<file path="config.mk">
export PLATFORM = sky130hd
export DESIGN_NAME = div_unit
export DESIGN_NICKNAME = d
export VERILOG_FILES = /design/src/rtl/div_unit.sv
export SDC_FILE = /design/constraint.sdc
export NUM_CORES = 1
export LEC_CHECK = 0
export CELL_PAD_IN_SITES_DETAIL_PLACEMENT = 1
export CELL_PAD_IN_SITES_GLOBAL_PLACEMENT = 2
export CORE_MARGIN = 5
export CORE_UTILIZATION = 34
export DETAILED_ROUTE_END_ITERATION = 10
export GPL_ROUTABILITY_DRIVEN = 0
export PLACE_DENSITY = 0.91
export SLEW_MARGIN = 20
export SYNTH_ARGS = -nofsm -noshare
export SYNTH_HDL_FRONTEND = slang
export SYNTH_SLANG_ARGS = --single-unit
</file>
<file path="constraint.sdc">
create_clock -name clk -period 3.3 [get_ports clk]
set_clock_uncertainty 0.15 [all_clocks]
set_input_delay 0.495 -clock clk [delete_from_list [all_inputs] [get_ports clk]]
set_output_delay 0.495 -clock clk [all_outputs]
set_load 0.01 [all_outputs]
</file>
<file path="src/rtl/div_unit.sv">
// div_unit: multi-cycle radix-2 restoring divider for RV32M DIV/DIVU/REM/REMU
//   clk, rst                  clock, synchronous active-high reset
//   start_i, annul_i          request pulse / pipeline flush
//   op_i                      00 DIV, 01 DIVU, 10 REM, 11 REMU
//   dividend_i, divisor_i     rs1 / rs2 values, sampled at accept
//   w_addr_i                  destination tag, sampled at accept
//   ready_o, busy_o, done_o   idle / computing / one-cycle result pulse
//   result_o, w_addr_o        last completed result and its tag
// Optional macro DIV_FAST_SPECIAL_EN: divide-by-zero, signed overflow and
// |dividend| < |divisor| bypass the iteration and finish in two cycles.
module div_unit #(
    parameter int XLEN   = 32,
    parameter int ITER_W = 6
) (
    input  logic            clk,
    input  logic            rst,
    input  logic            start_i,
    input  logic            annul_i,
    input  logic [1:0]      op_i,
    input  logic [XLEN-1:0] dividend_i,
    input  logic [XLEN-1:0] divisor_i,
    input  logic [4:0]      w_addr_i,
    output logic            ready_o,
    output logic            busy_o,
    output logic            done_o,
    output logic [XLEN-1:0] result_o,
    output logic [4:0]      w_addr_o
);
    typedef enum logic [1:0] {IDLE, CALC, FIX} state_t;
    localparam logic [XLEN-1:0] MIN_NEG = {1'b1, {(XLEN-1){1'b0}}};
    state_t state;
    logic [XLEN-1:0] q, rem, dvs, dnd;
    logic [ITER_W-1:0] cnt;
    logic [4:0] tag;
    logic is_rem, neg_q, neg_r, div0, ovf;
    logic accept, sdiv, dnd_neg, dvs_neg, a_div0, a_ovf, fast, ge;
    logic [XLEN-1:0] dnd_mag, dvs_mag, sub, q_fix, r_fix;
    logic [XLEN:0] sh;
    always_comb begin
        accept  = state == IDLE && start_i && !annul_i;
        sdiv    = ~op_i[0];
        dnd_neg = sdiv & dividend_i[XLEN-1];
        dvs_neg = sdiv & divisor_i[XLEN-1];
        dnd_mag = dnd_neg ? -dividend_i : dividend_i;
        dvs_mag = dvs_neg ? -divisor_i : divisor_i;
        a_div0  = divisor_i == '0;
        a_ovf   = sdiv && dividend_i == MIN_NEG && divisor_i == '1;
`ifdef DIV_FAST_SPECIAL_EN
        fast    = a_div0 || a_ovf || dnd_mag < dvs_mag;
`else
        fast    = 1'b0;
`endif
        // partial remainder can reach 33 bits after the shift; the low
        // 32 bits of the difference are exact whenever the subtract succeeds
        sh      = {rem, q[XLEN-1]};
        ge      = sh >= {1'b0, dvs};
        sub     = sh[XLEN-1:0] - dvs;
        q_fix   = div0 ? '1 : ovf ? MIN_NEG : neg_q ? -q : q;
        r_fix   = div0 ? dnd : ovf ? '0 : neg_r ? -rem : rem;
    end
    always_ff @(posedge clk) begin
        if (rst) begin
            state    <= IDLE;
            ready_o  <= 1'b1;
            busy_o   <= 1'b0;
            done_o   <= 1'b0;
            result_o <= '0;
            w_addr_o <= '0;
            cnt      <= '0;
            q        <= '0;
            rem      <= '0;
            dvs      <= '0;
            dnd      <= '0;
            tag      <= '0;
            is_rem   <= 1'b0;
            neg_q    <= 1'b0;
            neg_r    <= 1'b0;
            div0     <= 1'b0;
            ovf      <= 1'b0;
        end else begin
            done_o <= 1'b0;
            if (state != IDLE && annul_i) begin
                state   <= IDLE;
                ready_o <= 1'b1;
                busy_o  <= 1'b0;
            end else if (accept) begin
                // the fast path preloads rem/q so FIX sees quotient 0, remainder dividend
                state   <= fast ? FIX : CALC;
                ready_o <= 1'b0;
                busy_o  <= 1'b1;
                cnt     <= '0;
                q       <= fast ? '0 : dnd_mag;
                rem     <= fast ? dnd_mag : '0;
                dvs     <= dvs_mag;
                dnd     <= dividend_i;
                tag     <= w_addr_i;
                is_rem  <= op_i[1];
                neg_q   <= dnd_neg ^ dvs_neg;
                neg_r   <= dnd_neg;
                div0    <= a_div0;
                ovf     <= a_ovf;
            end else if (state == CALC) begin
                rem   <= ge ? sub : sh[XLEN-1:0];
                q     <= {q[XLEN-2:0], ge};
                cnt   <= cnt + ITER_W'(1);
                state <= cnt == ITER_W'(XLEN-1) ? FIX : CALC;
            end else if (state == FIX) begin
                state    <= IDLE;
                ready_o  <= 1'b1;
                busy_o   <= 1'b0;
                done_o   <= 1'b1;
                result_o <= is_rem ? r_fix : q_fix;
                w_addr_o <= tag;
            end
        end
    end
endmodule

</file>
## Word level (Yosys, flattened, before mapping)

Index checks and enable logic that the tools add are counted.

| word-level totals | value |
|---|---|
| register bits after elaboration | 186 |
| input port bits | 75 |
| output and inout port bits | 40 |
| logic and storage cells | 85 |

| operators by class | value |
|---|---|
| add/subtract/negate cells | 6 |
| magnitude comparators | 1 |
| eq/ne operators | 6 |
| muxes and demuxes | 27 |
| bitwise operators | 7 |
| reductions and logical operators | 20 |

Operators by type and width:

| operator | count |
|---|---|
| two-way mux 32 bit | 14 |
| negator 32 bit | 4 |
| == test 32 bit, second input constant | 2 |
| greater-or-equal comparator 33 x 32 -> 1 bit | 1 |
| logical NOT 32 bit | 1 |
| subtractor 32 bit | 1 |
| two-way mux 6 bit | 2 |
| two-way mux 1 bit | 8 |
| nonzero test 2 bit | 4 |
| adder 6 x 1 -> 6 bit, second input constant | 1 |
| == test 6 x 5 -> 1 bit, second input constant | 1 |
| two-way mux 2 bit | 3 |
| AND reduction 2 bit | 3 |
| logical AND 1 bit | 5 |
| inverter 1 bit | 4 |
| AND reduction 4 bit | 1 |
| OR reduction 4 bit | 1 |
| nonzero test 3 bit | 1 |
| OR reduction 3 bit | 1 |
| AND 1 bit | 2 |
| == test 2 x 1 -> 1 bit, second input constant | 1 |
| == test 2 bit, second input constant | 1 |
| logical NOT 2 bit | 1 |
| inequality test 2 bit, second input constant | 1 |
| 3 further kinds | 3 |

## Longest topological paths before layout

| logic depth | value |
|---|---|
| depth after elaboration | 5 |
| mapped depth | 14 |
| gate-level depth less buffers | 13 |

## Worst setup path before layout

No wires, ideal clock.

| timing | value |
|---|---|
| kind | reg2reg |
| from | register rem[9] |
| to | register rem[29] |
| setup time | 0.132 ns |
| data arrival time | 2.636 ns |
| data required time | 3.018 ns |
| slack | 0.382 ns |
| cell stages (with the launch flop) | 14 |
| buffers on the path | 3 |
| period minus slack after synthesis | 2.918 ns |
| cells stage by stage | dfxtp_1 -> ha_1 -> clkbuf_1 -> a21o_1 -> nand3_1 -> nand2_1 -> a2111oi_2 -> a31oi_2 -> a21oi_1 -> o21a_1 -> buf_4 -> buf_2 -> mux2i_1 -> a21oi_1 |

| between the ends | value |
|---|---|
| longest elaborated chain between the ends | 4 |
| elaborated cells between the ends (all ways) | 5 |
| those cells by class | add/sub (1); order compare (1); mux (3) |

RTL lines:

| element | RTL line | text |
|---|---|---|
| from (decl) | 32 | `logic [XLEN-1:0] q, rem, dvs, dnd;` |
| from (signal assigned) | 93 | `rem <= fast ? dnd_mag : '0;` |
| from (signal assigned) | 103 | `rem <= ge ? sub : sh[XLEN-1:0];` |
| subtractor 32 bit or greater-or-equal comparator 33 x 32 -> 1 bit (tied branches) | 57, 56 |  |
| two-way mux 32 bit * | 103 |  |
| two-way mux 32 bit * | 102 | `end else if (state == CALC) begin` |
| two-way mux 32 bit * | 86 | `end else if (accept) begin` |

Mark *: on every way between the ends. The rest lies on a longest branch, timed or not. The select of a mux whose other input is x is not followed.
A chain may end at the register's enable or synchronous reset.

## Final worst setup path

| timing | value |
|---|---|
| from | register rem[0] |
| to | register rem[9] |

Same word-level chain as after synthesis.

==> results.json <==
{
  "final_nets": 1875,
  "cts_inserted_buffers": 17,
  "hold_path_startpoint": "rst",
  "place.detailed.hpwl_um": 33900,
  "layout.cells.most_common": "sky130_fd_sc_hd__nand2_1",
  "ctsHoldBuffers": 0,
  "core_um2": 35500,
  "finalHoldViolations": 0,
  "clock_sink_count": 186,
  "synth.net_count": 1744,
  "mappedNetlistArea_um2": 12200,
  "yosys.cell_types.count": 72,
  "path_class": "flop to flop",
  "r2r-end": "rem[9]$_SDFFE_PP0P_",
  "cap_violations": 0,
  "rrSetupSlack_ps": 150,
  "min_period_over_period_pct": 95.5,
  "boundaryPins": 115,
  "die_h_um": 199,
  "placed_cells": 2200,
  "worst_setup_path_end_kind": "flop",
  "yosys_warnings": 0,
  "worst_hold_path_type": "primary input to flop",
  "setup_violations": 0,
  "drt-initial-drc-count": 705,
  "groute.usage.overall_pct": 22.3,
  "hold_path_depth": 2,
  "setup-tns-final_ps": 0,
  "max_freq_ghz": 0.317,
  "die-width_um": 199,
  "globalRoute.totalOverflow": 0,
  "avgSynthCellArea_um2": 7.49,
  "firstDrtPassIters": 5,
  "cts_htree_levels": 4,
  "final_non_filler_cell_total": 2231,
  "r2r_cells": 10,
  "critPathBufInv": 1,
  "yosys_register_bits": 186,
  "yosys_most_used_dff": "sky130_fd_sc_hd__dfxtp_1",
  "clk-insertion-delay-late_ps": 450,
  "slowest_delay_ps": 500,
  "cp_cell_sequence": "ha_1 -> a21oi_1 -> o21ai_1 -> a22oi_1 -> a31oi_2 -> a21oi_1 -> o21a_2 -> buf_12 -> mux2i_1 -> a21oi_1",
  "placementRows": 69,
  "vias": 12600,
  "relSlewSlack_pct": 42.4,
  "cp.arrival_ps": 3320,
  "syn-instance-count": 1627,
  "detail_route.drc_violations": 0,
  "async_reset_ff_share_pct": 0,
  "start_util_pct": 34.4,
  "synth_seq_area_share_pct": 30.5,
  "finalWorstPathRequiredPeriod_ps": 3150,
  "reg_to_reg_start": "rem[0]$_SDFFE_PP0P_",
  "rsz_0062_raised_after_global_routing": "yes",
  "grt_antenna_before_repair": 0,
  "ctsRootBufferMaster": "sky130_fd_sc_hd__clkbuf_16",
  "cp.required_ps": 3470,
  "layout.cells.most_common_list": "237 x sky130_fd_sc_hd__nand2_1, 185 x sky130_fd_sc_hd__dfxtp_1, 179 x sky130_fd_sc_hd__a21oi_1",
  "critical_path.top_delay_family": "compound AO/OA/AOI/OAI gates",
  "route.detailed.vias_per_inst": 5.65,
  "clk_path_buf_depth": 2,
  "vdd_drop_max_v": 0.000346,
  "layout-area-overhead-vs-synth_pct": 23.6,
  "worst_slew_pin_slew_ps": 863,
  "number_of_global_route_vias_before_repair": 13000,
  "grt_start_max_net_pins": 104,
  "power_density_nw_per_um2": 553,
  "timing.critical_path.from_type": "flop",
  "path_common_cell": "sky130_fd_sc_hd__a21oi_1",
  "crit_fanout": 22,
  "fillCellCount": 4363,
  "avgRoutedWirePerCell_um": 20.0,
  "antenna_cells": 0,
  "synth-edff-count": 0,
  "number_of_antenna_violating_nets_in_the_routed_design": 0,
  "worst_setup_hold_path_clk_slew_ps": 70,
  "cellLeakagePower_nw": 5.53,
  "fp.dieArea_um2": 39700,
  "wirelength_um": 44700,
  "place.port_buffers": 114,
  "outcome": "completed",
  "slowest_stage": "sky130_fd_sc_hd__dfxtp_1",
  "final-max-slew-violation-count": 0,
  "tritoncts": "built",
  "grt_pass1_wl_um": 70800,
  "final_layout_size_suffix_gt1_share_pct": 9.60,
  "whs_endpoint": "neg_q$_SDFFE_PP0P_"
}
-- cell type report --
| type | count | area, um2 | share of cell area (%) |
|---|---|---|---|
| Clock buffer | 18 | 439 | 2.91 |
| Clock inverter | 13 | 238 | 1.58 |
| Inverter | 70 | 263 | 1.74 |
| Multi-Input combinational cell | 1271 | 7860 | 52.2 |
| Sequential cell | 186 | 3720 | 24.7 |
| Tap cell | 461 | 577 | 3.83 |
| Timing Repair Buffer | 212 | 1960 | 13.0 |
-- state kept, by name, summed over array words and instances, names as in the netlist, 2 cells and up --
signal	count
cnt	6
rem	32
w_addr_o	5
dnd	32
q	32
dvs	32
state	2
tag	5
result_o	32
-- repair_timing --
item	4_1_cts	5_1_grt
setup buffers	0	0
hold endpoints to repair	0	0
setup endpoints to repair	1	12
resized for setup	1	7
pin swaps	0	0
-- where the power goes --
part / switching, mW / internal (mW) / total [mW]
clock network: 0.967 / 1.45 / 2.41
logic: 1.91 / 1.44 / 3.35
registers: 0.165 / 2.40 / 2.56
total: 3.04 / 5.29 / 8.33
-- cell usage after synthesis, drive strengths merged, types with 3 or more instances --
cell type / instances / area [um2]
a2111oi: 3 / 32.5
a211oi: 29 / 223
a21o: 13 / 97.6
a21oi: 181 / 910
a22o: 4 / 35.0
a311oi: 38 / 333
a31oi: 7 / 50.1
and2: 4 / 25.0
and3: 6 / 37.5
and4: 3 / 26.3
buf: 12 / 58.8
clkbuf: 88 / 330
dfxtp: 186 / 3720
ha: 41 / 513
inv: 70 / 263
mux2i: 35 / 350
nand2: 237 / 890
nand2b: 16 / 108
nand3: 17 / 85.1
nand4: 19 / 119
nor2: 156 / 586
nor2b: 13 / 81.3
nor3: 31 / 165
nor4: 22 / 189
nor4b: 3 / 26.3
o2111ai: 3 / 26.3
o211ai: 4 / 35.0
o21a: 6 / 45.0
o21ai: 114 / 571
o21bai: 5 / 37.5
o22ai: 24 / 150
o31a: 4 / 35.0
o31ai: 19 / 148
o41ai: 16 / 148
or2: 4 / 25.0
or3: 10 / 72.6
or4: 15 / 124
xnor2: 76 / 666
xor2: 70 / 613
-- worst max path at each step --
stage,start,to,slack [ps],cells after the start
floorplan,rem[9]$_SDFFE_PP0P_,rem[29]$_SDFFE_PP0P_,380,13
global placement,divisor_i[4],dvs[29]$_SDFFE_PP0P_,110,10
detailed placement,dividend_i[3],q[27]$_SDFFE_PP0P_,-0.4,12
CTS,q[31]$_SDFFE_PP0P_,rem[28]$_SDFFE_PP0P_,90,13
global route,dvs[8]$_SDFFE_PP0P_,rem[31]$_SDFFE_PP0P_,-30,10
finish,rem[0]$_SDFFE_PP0P_,rem[9]$_SDFFE_PP0P_,150,10
-- metal layers --
metal	part of all wire [%]	up-vias	wire length (um)	GRT usage [%]
li1	-	6035	-	-
met1	45	6192	19900	29.2
met2	47	299	20900	36.7
met3	4.4	77	1980	3.59
met4	4.2	0	1890	9.31
met5	0	-	0	0
-- metrics by stage --
stage	util (%)	worst slack, ps	power (mW)	hold slack, ps	instance area [um2]
final	42.5	147	8.33	301	15100
after global routing	42.5	-32.9	8.78	311	15100
after CTS	42.4	94.2	8.33	304	15000
after detailed placement	40.5	-0.416	5.90	296	14400
after global placement	40.5	109	5.81	290	14400
after floorplan	-	382	4.80	281	12200
-- cells by family (layout without fill, tap and decap cells) --
logic type / after synthesis / count (layout) / share of synthesized area [%]
xor gates and xnor gates: 146 / 146 / 10.5
DFF: 186 / 186 / 30.5
AOI/OAI and AO/OA: 484 / 484 / 24.6
buffers and inverters: 170 / 313 / 5.35
muxes: 37 / 37 / 3.06
and+or+nand+nor: 562 / 562 / 21.5
adders and majority gates: 42 / 42 / 4.37
-- worst register-to-register path, cell delays in order (launching register included) --
cell and delay [ps]:
sky130_fd_sc_hd__dfxtp_1 500, sky130_fd_sc_hd__ha_1 320, sky130_fd_sc_hd__a21oi_1 300, sky130_fd_sc_hd__o21ai_1 250
sky130_fd_sc_hd__a22oi_1 300, sky130_fd_sc_hd__a31oi_2 160, sky130_fd_sc_hd__a21oi_1 180, sky130_fd_sc_hd__o21a_2 250
sky130_fd_sc_hd__buf_12 210, sky130_fd_sc_hd__mux2i_1 300, sky130_fd_sc_hd__a21oi_1 100
Power figures use the tool's default switching activity.
